$ cat src/rtl/iq_pkg.sv
// Shared definitions for the IQ upconverter: state encoding, NCO table
// geometry and the elaboration-time helpers for frequency word, output
// scaling shift and saturation limits.
package iq_pkg;

  typedef enum logic {
    ST_IDLE = 1'b0,
    ST_RUN  = 1'b1
  } state_t;

  // Quarter-wave table: 2^QW_BITS entries, addressed together with two
  // quadrant bits taken from the top of the phase accumulator.
  localparam int QW_BITS     = 8;
  localparam int PH_IDX_BITS = QW_BITS + 2;

  // round(2^ph_width * freq / fs), done in integer arithmetic.
  function automatic logic [63:0] calc_freq_word(input int ph_width,
                                                 input int freq_mhz,
                                                 input int fs_mhz);
    logic [63:0] num;
    num = (64'd1 << ph_width) * 64'(freq_mhz);
    return (num + 64'(fs_mhz / 2)) / 64'(fs_mhz);
  endfunction

  // Right shift that brings the full-precision mixer sum to the output width.
  function automatic int calc_shift(input int in_w, input int sine_w, input int out_w);
    return in_w + sine_w - out_w - 1;
  endfunction

  function automatic int sat_max(input int w);
    return (1 << (w - 1)) - 1;
  endfunction

  function automatic int sat_min(input int w);
    return -(1 << (w - 1));
  endfunction

endpackage

$ cat src/rtl/iq_nco.sv
// Numerically controlled oscillator: phase accumulator plus a quarter-wave
// sine table. cos/sin for the phase held in a given cycle appear two clocks
// later, both taken from the same accumulator value.
module iq_nco
  import iq_pkg::*;
#(
  parameter int                  PH_WIDTH   = 32,
  parameter int                  SINE_WIDTH = 13,
  parameter logic [PH_WIDTH-1:0] FREQ_WORD  = '0
) (
  input  logic                         clk,
  input  logic                         rst,
  input  logic                         run,
  output logic signed [SINE_WIDTH-1:0] cos_out,
  output logic signed [SINE_WIDTH-1:0] sin_out
);

  localparam int  MAG_W   = SINE_WIDTH - 1;
  localparam int  QW_SIZE = 1 << QW_BITS;
  localparam real PI      = 3.141592653589793;
  localparam real AMP     = real'((1 << MAG_W) - 1);
  localparam logic [MAG_W-1:0] AMP_MAG = MAG_W'((1 << MAG_W) - 1);

  logic [PH_WIDTH-1:0]    ph;
  logic [PH_IDX_BITS-1:0] ph_idx;
  logic [1:0]             quad;
  logic [QW_BITS-1:0]     k;
  logic [QW_BITS-1:0]     k_mir;
  logic [MAG_W-1:0]       mag_dir;
  logic [MAG_W-1:0]       mag_mir;
  logic [MAG_W-1:0]       qw_lut [QW_SIZE];

  logic [MAG_W-1:0] sin_mag_r;
  logic [MAG_W-1:0] cos_mag_r;
  logic             sin_neg_r;
  logic             cos_neg_r;

  // Entry k holds round(AMP*sin(2*pi*k/(4*QW_SIZE))), fixed at elaboration.
  for (genvar g = 0; g < QW_SIZE; g++) begin : g_lut
    localparam real ANGLE = 2.0 * PI * real'(g) / real'(4 * QW_SIZE);
    assign qw_lut[g] = MAG_W'($rtoi(AMP * $sin(ANGLE) + 0.5));
  end

  assign ph_idx  = ph[PH_WIDTH-1 -: PH_IDX_BITS];
  assign quad    = ph_idx[PH_IDX_BITS-1 -: 2];
  assign k       = ph_idx[QW_BITS-1:0];
  assign k_mir   = ~k + QW_BITS'(1);
  assign mag_dir = qw_lut[k];
  // The mirrored lookup at k=0 would need entry QW_SIZE (the peak), which the
  // table does not hold, so the peak is substituted directly.
  assign mag_mir = (k == '0) ? AMP_MAG : qw_lut[k_mir];

  // Phase accumulator: held at zero while idle so a run starts at phase 0.
  always_ff @(posedge clk or negedge rst) begin
    if (!rst)      ph <= '0;
    else if (!run) ph <= '0;
    else           ph <= ph + FREQ_WORD;
  end

  // Stage 1: table magnitude and sign per quadrant; cos is sin a quadrant ahead.
  always_ff @(posedge clk or negedge rst) begin
    if (!rst) begin
      sin_mag_r <= '0;
      cos_mag_r <= '0;
      sin_neg_r <= 1'b0;
      cos_neg_r <= 1'b0;
    end else if (!run) begin
      sin_mag_r <= '0;
      cos_mag_r <= '0;
      sin_neg_r <= 1'b0;
      cos_neg_r <= 1'b0;
    end else begin
      sin_mag_r <= quad[0] ? mag_mir : mag_dir;
      cos_mag_r <= quad[0] ? mag_dir : mag_mir;
      sin_neg_r <= quad[1];
      cos_neg_r <= quad[1] ^ quad[0];
    end
  end

  // Stage 2: apply the sign to produce two's-complement cos/sin.
  always_ff @(posedge clk or negedge rst) begin
    if (!rst) begin
      cos_out <= '0;
      sin_out <= '0;
    end else if (!run) begin
      cos_out <= '0;
      sin_out <= '0;
    end else begin
      cos_out <= cos_neg_r ? -$signed({1'b0, cos_mag_r}) : $signed({1'b0, cos_mag_r});
      sin_out <= sin_neg_r ? -$signed({1'b0, sin_mag_r}) : $signed({1'b0, sin_mag_r});
    end
  end

endmodule

$ cat src/rtl/iq_upconvert.sv
// Quadrature upconverter: zero-order-holds a baseband I/Q sample requested
// once every INTERP clocks, mixes it with the NCO carrier and emits a rounded,
// saturated real band-pass sample every clock.
//
//   state   | meaning
//   --------+-------------------------------------------------------------
//   ST_IDLE | tx_en low; datapath cleared, no requests, underrun held
//   ST_RUN  | carrier running, sample_req every INTERP clocks, mixing live
module iq_upconvert
  import iq_pkg::*;
#(
  parameter int IN_WIDTH   = 13,
  parameter int OUT_WIDTH  = 10,
  parameter int SINE_WIDTH = 13,
  parameter int PH_WIDTH   = 32,
  parameter int INTER_FREQ = 2,
  parameter int FS_MHZ     = 36,
  parameter int INTERP     = 20
) (
  input  logic                        clk_36MHz,
  input  logic                        rst,
  input  logic                        tx_en,
  input  logic signed [IN_WIDTH-1:0]  comp_env_I,
  input  logic signed [IN_WIDTH-1:0]  comp_env_Q,
  input  logic                        in_valid,
  output logic                        sample_req,
  output logic signed [OUT_WIDTH-1:0] band_sig_out,
  output logic                        underrun
);

  localparam logic [PH_WIDTH-1:0] FREQ_WORD =
    PH_WIDTH'(calc_freq_word(PH_WIDTH, INTER_FREQ, FS_MHZ));
  localparam int CNT_W  = $clog2(INTERP);
  localparam int PROD_W = IN_WIDTH + SINE_WIDTH;
  localparam int SUM_W  = PROD_W + 1;
  localparam int SHIFT  = calc_shift(IN_WIDTH, SINE_WIDTH, OUT_WIDTH);
  localparam logic [CNT_W-1:0]        CNT_LAST   = CNT_W'(INTERP - 1);
  localparam logic signed [SUM_W-1:0] ROUND_BIAS = SUM_W'(1 << (SHIFT - 1));
  localparam logic signed [SUM_W-1:0] SAT_HI     = SUM_W'(sat_max(OUT_WIDTH));
  localparam logic signed [SUM_W-1:0] SAT_LO     = SUM_W'(sat_min(OUT_WIDTH));

  state_t state;
  state_t next_state;
  logic   run;

  logic [CNT_W-1:0]           cnt;
  logic signed [IN_WIDTH-1:0] hold_i;
  logic signed [IN_WIDTH-1:0] hold_q;
  logic                       seen_valid;
  logic                       first_req;

  logic signed [SINE_WIDTH-1:0] cos_v;
  logic signed [SINE_WIDTH-1:0] sin_v;
  logic signed [PROD_W-1:0]     prod_i;
  logic signed [PROD_W-1:0]     prod_q;
  logic signed [SUM_W-1:0]      sum_r;
  logic signed [SUM_W-1:0]      rounded;
  logic signed [SUM_W-1:0]      shifted;
  logic signed [OUT_WIDTH-1:0]  sat_val;

  // Datapath registers advance only while running and still enabled, so the
  // clock that drops tx_en already clears them.
  assign run = (state == ST_RUN) && tx_en;

  // State register.
  always_ff @(posedge clk_36MHz or negedge rst) begin
    if (!rst) state <= ST_IDLE;
    else      state <= next_state;
  end

  // Next state and the request strobe (first RUN cycle has cnt=0).
  always_comb begin
    next_state = state;
    sample_req = 1'b0;
    case (state)
      ST_IDLE: begin
        if (tx_en) next_state = ST_RUN;
      end
      ST_RUN: begin
        if (!tx_en) next_state = ST_IDLE;
        sample_req = (cnt == '0);
      end
      default: next_state = ST_IDLE;
    endcase
  end

  // Sample-period counter, 0..INTERP-1.
  always_ff @(posedge clk_36MHz or negedge rst) begin
    if (!rst)                 cnt <= '0;
    else if (!run)            cnt <= '0;
    else if (cnt == CNT_LAST) cnt <= '0;
    else                      cnt <= cnt + CNT_W'(1);
  end

  // Zero-order hold of the baseband sample; every strobe loads, last wins.
  always_ff @(posedge clk_36MHz or negedge rst) begin
    if (!rst) begin
      hold_i <= '0;
      hold_q <= '0;
    end else if (!run) begin
      hold_i <= '0;
      hold_q <= '0;
    end else if (in_valid) begin
      hold_i <= comp_env_I;
      hold_q <= comp_env_Q;
    end
  end

  // Underrun tracking: a strobe coincident with a request belongs to the new
  // period, and the first request of a run has no previous period to judge.
  always_ff @(posedge clk_36MHz or negedge rst) begin
    if (!rst) begin
      underrun   <= 1'b0;
      seen_valid <= 1'b0;
      first_req  <= 1'b1;
    end else if (!run) begin
      seen_valid <= 1'b0;
      first_req  <= 1'b1;
    end else if (sample_req) begin
      if (!first_req && !seen_valid) underrun <= 1'b1;
      seen_valid <= in_valid;
      first_req  <= 1'b0;
    end else if (in_valid) begin
      seen_valid <= 1'b1;
    end
  end

  iq_nco #(
    .PH_WIDTH   (PH_WIDTH),
    .SINE_WIDTH (SINE_WIDTH),
    .FREQ_WORD  (FREQ_WORD)
  ) u_nco (
    .clk     (clk_36MHz),
    .rst     (rst),
    .run     (run),
    .cos_out (cos_v),
    .sin_out (sin_v)
  );

  // Round half-up, arithmetic shift, clamp to the output range.
  always_comb begin
    rounded = sum_r + ROUND_BIAS;
    shifted = rounded >>> SHIFT;
    if (shifted > SAT_HI)      sat_val = SAT_HI[OUT_WIDTH-1:0];
    else if (shifted < SAT_LO) sat_val = SAT_LO[OUT_WIDTH-1:0];
    else                       sat_val = shifted[OUT_WIDTH-1:0];
  end

  // Mixer pipeline: products, difference, scaled output (hold -> out = 3 clocks).
  always_ff @(posedge clk_36MHz or negedge rst) begin
    if (!rst) begin
      prod_i       <= '0;
      prod_q       <= '0;
      sum_r        <= '0;
      band_sig_out <= '0;
    end else if (!run) begin
      prod_i       <= '0;
      prod_q       <= '0;
      sum_r        <= '0;
      band_sig_out <= '0;
    end else begin
      prod_i       <= PROD_W'(hold_i) * PROD_W'(cos_v);
      prod_q       <= PROD_W'(hold_q) * PROD_W'(sin_v);
      sum_r        <= SUM_W'(prod_i) - SUM_W'(prod_q);
      band_sig_out <= sat_val;
    end
  end

endmodule

$ cat config.mk
export PLATFORM = sky130hd
export DESIGN_NAME = iq_upconvert
export DESIGN_NICKNAME = d
export VERILOG_FILES = /design/src/rtl/iq_pkg.sv /design/src/rtl/iq_nco.sv /design/src/rtl/iq_upconvert.sv
export SDC_FILE = /design/constraint.sdc
export NUM_CORES = 2
export LEC_CHECK = 0
export ABC_AREA = 1
export ABC_CLOCK_PERIOD_IN_PS = 12300
export CAP_MARGIN = 20
export CELL_PAD_IN_SITES_DETAIL_PLACEMENT = 0
export CELL_PAD_IN_SITES_GLOBAL_PLACEMENT = 1
export CORE_MARGIN = 1.5
export CORE_UTILIZATION = 50
export DETAILED_ROUTE_END_ITERATION = 10
export PLACE_DENSITY_LB_ADDON = 0.1
export SLEW_MARGIN = 20
export SYNTH_ARGS = -nofsm -noshare
export SYNTH_HDL_FRONTEND = slang
export SYNTH_SLANG_ARGS = --single-unit
$ cat constraint.sdc
create_clock -name clk_36MHz -period 12.3 [get_ports clk_36MHz]
set_input_delay 1.23 -clock clk_36MHz [delete_from_list [all_inputs] [get_ports clk_36MHz]]
set_output_delay 1.23 -clock clk_36MHz [all_outputs]
set_load 0.1 [all_outputs]
======== Word level (Yosys, flattened, before mapping) ========
Memory sizes are Yosys's and may differ from the RTL's.
Index checks and enable logic that the tools add are counted.
word-level totals
  register bits after elaboration ......... 208
  ROM bits ................................ 6,144
  input bits .............................. 30
  word-level logic and storage cells ...... 83
  memories kept ........................... 2
memory list
  memory            words  bits a word  rd ports  clocked after Yosys merged registers in  wr ports  line          text
  (name not given)  256    12           1         0                                        0         iq_nco.sv:48  assign mag_dir = qw_lut[k];
  (name not given)  256    12           1         0                                        0         iq_nco.sv:51  assign mag_mir = (k == '0) ? AMP_MAG : qw_lut[k_mir];
cells by class
  add/sub/neg operators ................... 7
  multiply operators ...................... 2
  magnitude comparators ................... 4
  eq/ne operators ......................... 4
  multiplexer cells ....................... 35
  bitwise operators ....................... 4
  reduce and logical (&&, ||, !) cells .... 7
operator list
  operator                  count
  $mux W12                  9
  $mux W13                  8
  $mul A13 B13 Y26          2
  $mux W26                  2
  $add A32 B28 Y32 const B  1
  $mux W32                  1
  $mux W10                  3
  $add A27 B16 Y27 const B  1
  $mux W27                  1
  $sub A26 B26 Y27          1
  $neg A12 Y13              2
  $ge A9 B9 Y1 const B      2
  $not A8 Y9                2
  $gt A12 B10 Y1 const B    1
  $lt A12 B10 Y1 const B    1
  $mux W5                   2
  $mux W1                   9
  $add A8 B1 Y8 const B     1
  $logic_not A8 Y1          1
  $not A8 Y8                1
  $add A5 B1 Y5 const B     1
  $eq A5 B5 Y1 const B      1
  $logic_not A5 Y1          1
  $ne A2 B2 Y1 const B      2
  5 further kinds           7

======== Depth between registers and ports, before layout ========
  depth after elaboration ................. 9
  depth in mapped cells ................... 25
  depth with buffers taken out ............ 24

======== By module ========
From an unflattened synthesis, not the netlist that was laid out.
unflattened totals
  cells, all modules ...................... 4,334
  area, all modules ....................... 29,284.3 µm²
by module, submodules not included
  module        instances  cells an instance  area each (µm²)  seq. area each (µm²)
  iq_upconvert  1          2,640              19,555.0         2,753.9
  iq_nco        1          1,694              9,729.3          2,077.0

======== Worst setup path after synthesis ========
Ideal clock, no wire load.
  path type ............................... flip-flop to flip-flop
  start ................................... register hold_i[12]
  end ..................................... register prod_i[25]
  library setup time ...................... 117 ps
  arrival time ............................ 5,410 ps
  required time ........................... 12,183 ps
  slack ................................... 6,773 ps
  stages on the path, launching flop included .. 24
  path buffers ............................ 1
  path through ............................ dfrtp_1 -> clkbuf_1 -> nand2_1 -> inv_1 -> fa_1 -> inv_1 -> fa_1 -> inv_1 -> fa_1 -> inv_1 -> fa_1 -> fa_1 -> inv_1 -> ha_1 -> ha_1 -> inv_1 -> nor3_1 -> nand2_1 -> nor2_1 -> nand2_1 -> nand3_1 -> nand2_1 -> nand2_1 -> nor2_1
between the ends
  longest elaborated chain between the ends .. 2
ends and longest elaborated chain
  element                 line                 text
  from (decl)             iq_upconvert.sv:47   logic signed [IN_WIDTH-1:0] hold_i;
  from (signal assigned)  iq_upconvert.sv:104  hold_i <= comp_env_I;
  $mul A13 B13 Y26        iq_upconvert.sv:162  prod_i <= PROD_W'(hold_i) * PROD_W'(cos_v);
  $mux W26                iq_upconvert.sv:156  end else if (!run) begin
  to (signal assigned)    iq_upconvert.sv:162
  to (decl)               iq_upconvert.sv:54   logic signed [PROD_W-1:0] prod_i;
No other way between the ends.
A chain may end at the register's enable or synchronous reset.

======== Final worst setup path ========
  start ................................... register hold_i[12]
  end ..................................... register prod_i[24]
The elaborated chain is that of the path after synthesis.

==> results.yml <==
sta:
  rsz0062_at_grt: "false"
  skew_ns: 0.02290
  finalCriticalPeriod_ns: 6.099
  fmax_ghz: 0.1640
  setup_viol_count_final: 0
  tns_ns: 0
  max_slew_margin: 0.1930
  finalMaxSlewViolations: 0
  final_hold_viol_count: 0
  whs_ns: 0.4254
  period_share: 0.4958
  worst_pin_slew_ns: 1.207
cts:
  holdBufCountCts: 0
  path_clk_slew_ns: 0.08
  cts_root_buf: "clkbuf_16"
  cts_tree: "yes"
  postCtsSetupBuffers: 0
  cts_buffers: 17
  ctsResizeCount: 0
  numClockSinks: 193
  clk_path_buf_depth: 2
  insertion_delay_ns: 0.50
  htree_num_levels: 4
synthesis:
  synth.distinct_cells: 55
  syn_avg_cell_area_um2: 6.997
  synthFlopType: "dfrtp_1"
  synth.area.top_cells: "fa_1 (23%), dfrtp_1 (17%), nand2_1 (15%)"
  syn-cell-area_um2: 28130
  synth_edf_count: 0
  ys_ff_latch: 193
  synth.most_common_cell: "nand2_1"
  yosysWarnings: 0
  yosys.area.top_type_share: 0.2313
  ys_seq_area_frac: 0.1717
  syn_nets: 4578
  synthArstFlopShare: 1.000
  syn-instance-count: 4021
  yosysTopAreaCell: "fa_1"
  synth_common_cells: "nand2_1 (1141), inv_1 (753), fa_1 (325)"
worst_setup_path:
  crit_path_end_kind: "flop"
  cp_num_buf_inv: 5
  critPathMaxStageDelay_ns: 0.88
  cp_data_required_time_ns: 12.68
  critical_path.slowest_cell: "fa_1"
  worst-path-max-fanout: 14
  cp-start-kind: "flop"
  worstPathArrival_ns: 6.48
  worstPathCellList: "nand2_1 > inv_1 > fa_1 > inv_1 > fa_1 > inv_1 > fa_1 > inv_1 > fa_1 > fa_1 > inv_1 > ha_1 > ha_1 > nand2_1 > nor4_1 > nand4_1 > nand3_1 > nand2_1 > nand2_1 > nor2_1"
  critPathKind: "reg -> reg"
  cp_top_family: "adder cells"
finish:
  fin_cells: 4706
  fin_util: 0.5348
  syn_to_final_growth_pct: 5.132
  fin_nets: 4502
  layout-drive-gt1-share: 0.02476
  fillers: 5716
  antennaDiodeCount: 0
outcome:
  outcome: "complete, no violations"
power:
  ir_worst_vdd_mv: 0.1169
  leakage_nw: 17.24
  p_int_w: 0.001110
  combPwrFrac: 0.328
  switching_share: 0.4217
  switchingPower_w: 0.0008092
  clockPowerShare: 0.308
  p_seq_frac: 0.364
  powerDensity_nw_per_um2: 64.88
drt:
  drc: 0
  wl_per_cell_um: 18.45
  dr.pass1.iters: 6
  antenna_left: 0
  initialDrtViolationCount: 2214
  vias_per_cell: 5.479
  routed_wl_mm: 86.82
  route.vias.total: 25783
global_routing:
  grt_busiest_layer: "met2"
  met2_usage: 0.5043
  grt_first_pass_wirelength_mm: 139.0
  overflow: 0
  grt_max_degree: 78
  antenna_found_initial: 0
  grt_usage: 0.3130
  grt_pass1_vias: 25189
  grt_use_met3: 0.03031
  met1_usage: 0.4305
die:
  rows: 86
  ios: 42
  die_h_um: 240.2
  fp.dieW_um: 240.2
  dieArea_um2: 57700
  fp.coreArea_um2: 55310
  initial_core_util: 0.5087
worst_hold_path:
  holdCritPathClass: "reg -> reg"
place:
  gp_congestion: 0.9729
  port_buffers: 41
  dp_hpwl_mm: 66.80
  placed_cells: 4674
run:
  cap_violations: 0
==> per-layer routing <==
metal  wire [um]  part of all wire
met5           0                 0
met3        4992             0.058
met4        3532             0.041
met1       37820              0.44
met2       40470              0.47
==> worst paths after layout <==
check | start | to | slack [ns] | cells past startpoint
max in group asynchronous | rst | hold_q[5]$_DFFE_PN0P_ | 9.65 | 3
min reg2reg | u_nco.ph[1]$_DFF_PN0_ | u_nco.ph[1]$_DFF_PN0_ | 0.43 | 1
min in group asynchronous | rst | hold_i[3]$_DFFE_PN0P_ | 0.71 | 1
max reg2reg | hold_i[12]$_DFFE_PN0P_ | prod_i[24]$_DFF_PN0_ | 6.20 | 20
min | u_nco.ph[1]$_DFF_PN0_ | u_nco.ph[1]$_DFF_PN0_ | 0.43 | 1
max | hold_i[12]$_DFFE_PN0P_ | prod_i[24]$_DFF_PN0_ | 6.20 | 20
==> power by group through the flow <==
stage               Sequential [W]  Clock (W)  Combinational (W)
floorplan                 0.000708          0           0.000413
finish                    0.000698   0.000591           0.000630
CTS                       0.000697   0.000608           0.000615
global placement          0.000709          0           0.000616
global route              0.000701   0.000631           0.000686
detailed placement        0.000709          0           0.000612
==> through the flow <==
stage	instance area, um^2	setup WS, ns	total power, W
2_1_floorplan	28130	6.773	0.001121
3_3_place_gp	28960	6.326	0.001325
3_5_place_dp	28960	6.271	0.001322
4_1_cts	29580	6.191	0.001919
5_1_grt	29580	5.739	0.002019
6_report	29580	6.201	0.001919
==> state kept, by name, summed over array words and instances, names as in the netlist <==
name / cells
u_nco.ph: 31
prod_i: 26
prod_q: 26
hold_i: 13
hold_q: 13
sum_r: 13
u_nco.cos_out: 13
u_nco.sin_out: 13
u_nco.cos_mag_r: 12
u_nco.sin_mag_r: 12
band_sig_out: 10
cnt: 5
first_req: 1
seen_valid: 1
state: 1
u_nco.cos_neg_r: 1
u_nco.sin_neg_r: 1
underrun: 1
==> cells in the final DEF (no fill, tap or decap), types with 3 or more instances in the layout <==
master	netlist	layout
o31ai_1	7	7
nor2_4	4	4
fa_1	325	325
and3_1	5	5
a211oi_1	5	5
inv_6	0	3
o21bai_1	8	8
nor3_1	36	36
clkinv_1	5	5
clkbuf_16	0	17
nor2_1	268	268
or2_2	8	8
clkdlybuf4s50_1	0	40
clkinv_8	0	6
a21boi_0	3	3
o21a_1	10	10
inv_1	753	752
nand3_1	261	261
o21ai_1	10	10
o211ai_1	24	24
nor4_1	8	8
a21oi_1	240	240
nand4_1	34	34
o21ai_0	196	196
ha_1	202	202
nand3b_1	6	6
nor2_2	3	3
a21o_1	15	15
xor2_1	22	22
nand2_2	5	6
a22oi_1	5	5
nand2_1	1141	1139
buf_4	7	24
a31oi_1	13	13
dfrtp_1	192	192
inv_2	9	10
xnor2_1	18	18
==> logic make-up after synthesis <==
logic type / Yosys count / synth area share
compound gates: 546 / 0.1060
xor+xnor: 40 / 0.01245
fa+ha+maj: 527 / 0.3211
buf+inv: 928 / 0.1279
flops: 193 / 0.1717
simple gates: 1787 / 0.2608
==> final cells by class <==
| class | count | area, um^2 | share of cell area |
|---|---|---|---|
| tap | 748 | 935.9 | 0.03164 |
| inverter | 768 | 2885 | 0.09755 |
| clock buffer | 17 | 425.4 | 0.01438 |
| multi-input combinational | 2900 | 19710 | 0.6665 |
| timing repair buffer | 65 | 594.3 | 0.02009 |
| clock inverter | 15 | 192.7 | 0.006514 |
| sequential | 193 | 4831 | 0.1633 |
Power figures use the tool's default switching activity.
==> edit, RTL diff (config.mk and constraints unchanged) <==
`PH_WIDTH` is set to 32 in 2 places; all go to 48.
--- a/src/rtl/iq_nco.sv
+++ b/src/rtl/iq_nco.sv
@@ -6,3 +6,3 @@
 #(
-  parameter int                  PH_WIDTH   = 32,
+  parameter int                  PH_WIDTH   = 48,
   parameter int                  SINE_WIDTH = 13,
--- a/src/rtl/iq_upconvert.sv
+++ b/src/rtl/iq_upconvert.sv
@@ -14,3 +14,3 @@
   parameter int SINE_WIDTH = 13,
-  parameter int PH_WIDTH   = 32,
+  parameter int PH_WIDTH   = 48,
   parameter int INTER_FREQ = 2,
Formal check against the unedited RTL: same outputs for any inputs over 4 cycles, from zero or initial values and one cycle with rst low; that may be too few to reach the edited logic, so the function may still have changed.
==> edit against the original RTL <==
- cell area rose by 4.9%
- area after synthesis rose by 4.0%
- count of clock-buffer cells in the layout rose by 24
- wire length rose by 2.7%
- highest routed layer unchanged
- power rose by 18%
- sequential cell count rose by 15
- clock skew rose by 0.015 ns
- setup slack got worse by 0.0093 ns
==> edit: results <==
{
  "outcome": "finished, final reports clean",
  "grt_start_max_net_pins": 89,
  "syn_nets": 4725,
  "via_per_inst": 5.51,
  "clkSlewWorstSetupHoldPaths_ns": 0.06,
  "seqPwrFrac_pct": 33.4,
  "p_leak_nw": 17.6,
  "cts_made_buffers": 28,
  "drt-total-wl_um": 89100,
  "path_max_fanout": 13,
  "grt_pass1_wl_um": 145000,
  "critPathArrivalTime_ns": 6.55,
  "r2r_start": "u_nco.cos_out[2]$_DFF_PN0_",
  "switching_power_w": 0.000837,
  "place_area_sq_um": 30000,
  "place.gp.congestion": 1.00,
  "fill_cells": 5917,
  "wl_met3_um": 5890,
  "wl_met2_um": 42100,
  "rrSetupSlack_ns": 6.19,
  "dp_hpwl_um": 68300,
  "pre_cts_slack_ns": 6.26,
  "crit_end": "prod_i[25]$_DFF_PN0_",
  "drive_gt1_share_pct": 2.69,
  "top_regs": "u_nco.ph: 46 flops, prod_i: 26 flops, prod_q: 26 flops",
  "synth_area_leaders": "fa_1 (22%), dfrtp_1 (18%), nand2_1 (15%)",
  "top_power_group": "the clock network",
  "slew_headroom_pct": 25.7
}
==> edit: cell types whose count changed after synthesis, moves of 6 or more <==
cell / unedited run / this run
o21ai_0: 196 / 204
o21ai_1: 10 / 17
a31oi_1: 13 / 20
clkbuf_1: 87 / 95
buf_2: 45 / 34
xor2_1: 22 / 28
nor3_1: 36 / 45
nand2_1: 1141 / 1135
a21oi_1: 240 / 280
nand4_1: 34 / 42
dfrtp_1: 192 / 207
nor2_1: 268 / 303
nand3_1: 261 / 271
==> edit: cell families after synthesis <==
kind of cell	Yosys count	synth area share, %
buf+inv	932	12.5
flops	208	17.8
xor+xnor	47	1.41
compound gates	611	11.4
simple gates	1843	26.1
fa+ha+maj	527	30.9
==> edit: worst min path at each step <==
stage | slack (ns) | cells past startpoint | to | startpoint
2_1_floorplan | 0.43 | 1 | u_nco.ph[2]$_DFF_PN0_ | u_nco.ph[2]$_DFF_PN0_
3_3_place_gp | 0.45 | 1 | u_nco.ph[2]$_DFF_PN0_ | u_nco.ph[2]$_DFF_PN0_
3_5_place_dp | 0.45 | 2 | first_req$_DFFE_PN1P_ | first_req$_DFFE_PN1P_
4_1_cts | 0.46 | 2 | first_req$_DFFE_PN1P_ | first_req$_DFFE_PN1P_
5_1_grt | 0.49 | 2 | first_req$_DFFE_PN1P_ | first_req$_DFFE_PN1P_
6_report | 0.46 | 1 | u_nco.ph[2]$_DFF_PN0_ | u_nco.ph[2]$_DFF_PN0_
==> edit: worst max-delay path, stage by stage, from the launching register on <==
cell,delay [ns]
dfrtp_1,0.55
nand2_1,0.14
inv_1,0.09
fa_1,0.57
inv_1,0.08
fa_1,0.87
inv_1,0.23
fa_1,0.60
inv_1,0.09
fa_1,0.51
fa_1,0.54
inv_1,0.04
ha_1,0.29
ha_1,0.36
inv_1,0.08
nor3_1,0.35
nand4_1,0.14
o211ai_1,0.24
nand2_1,0.08
nand2_1,0.07
nor2_1,0.05
==> edit: metrics by stage <==
step / util (%) / cells / hold slack, ns / power [W]
after global routing: 53.7 / 4886 / 0.493 / 0.00237
after floorplan: - / 4168 / 0.432 / 0.00119
after detailed placement: 52.0 / 4834 / 0.454 / 0.00139
after CTS: 53.7 / 4886 / 0.462 / 0.00227
final: 53.7 / 4886 / 0.461 / 0.00226
after global placement: 52.0 / 4834 / 0.449 / 0.00139
==> edit: final cells by class <==
type / instances / area [sq um] / share of cell area, %
flip-flops and latches: 208 / 5210 / 16.8
multi-input cells: 3028 / 20400 / 65.8
clock inverters: 11 / 145 / 0.468
inverters: 773 / 2910 / 9.38
repair buffers: 60 / 558 / 1.80
clock buffers: 41 / 841 / 2.71
well taps: 765 / 957 / 3.09
==> edit: layer usage <==
metal,global-route usage (%),up-vias
met5,0,-
met4,9.79,0
met3,3.00,177
met2,50.4,1007
met1,41.9,12869
li1,-,12874
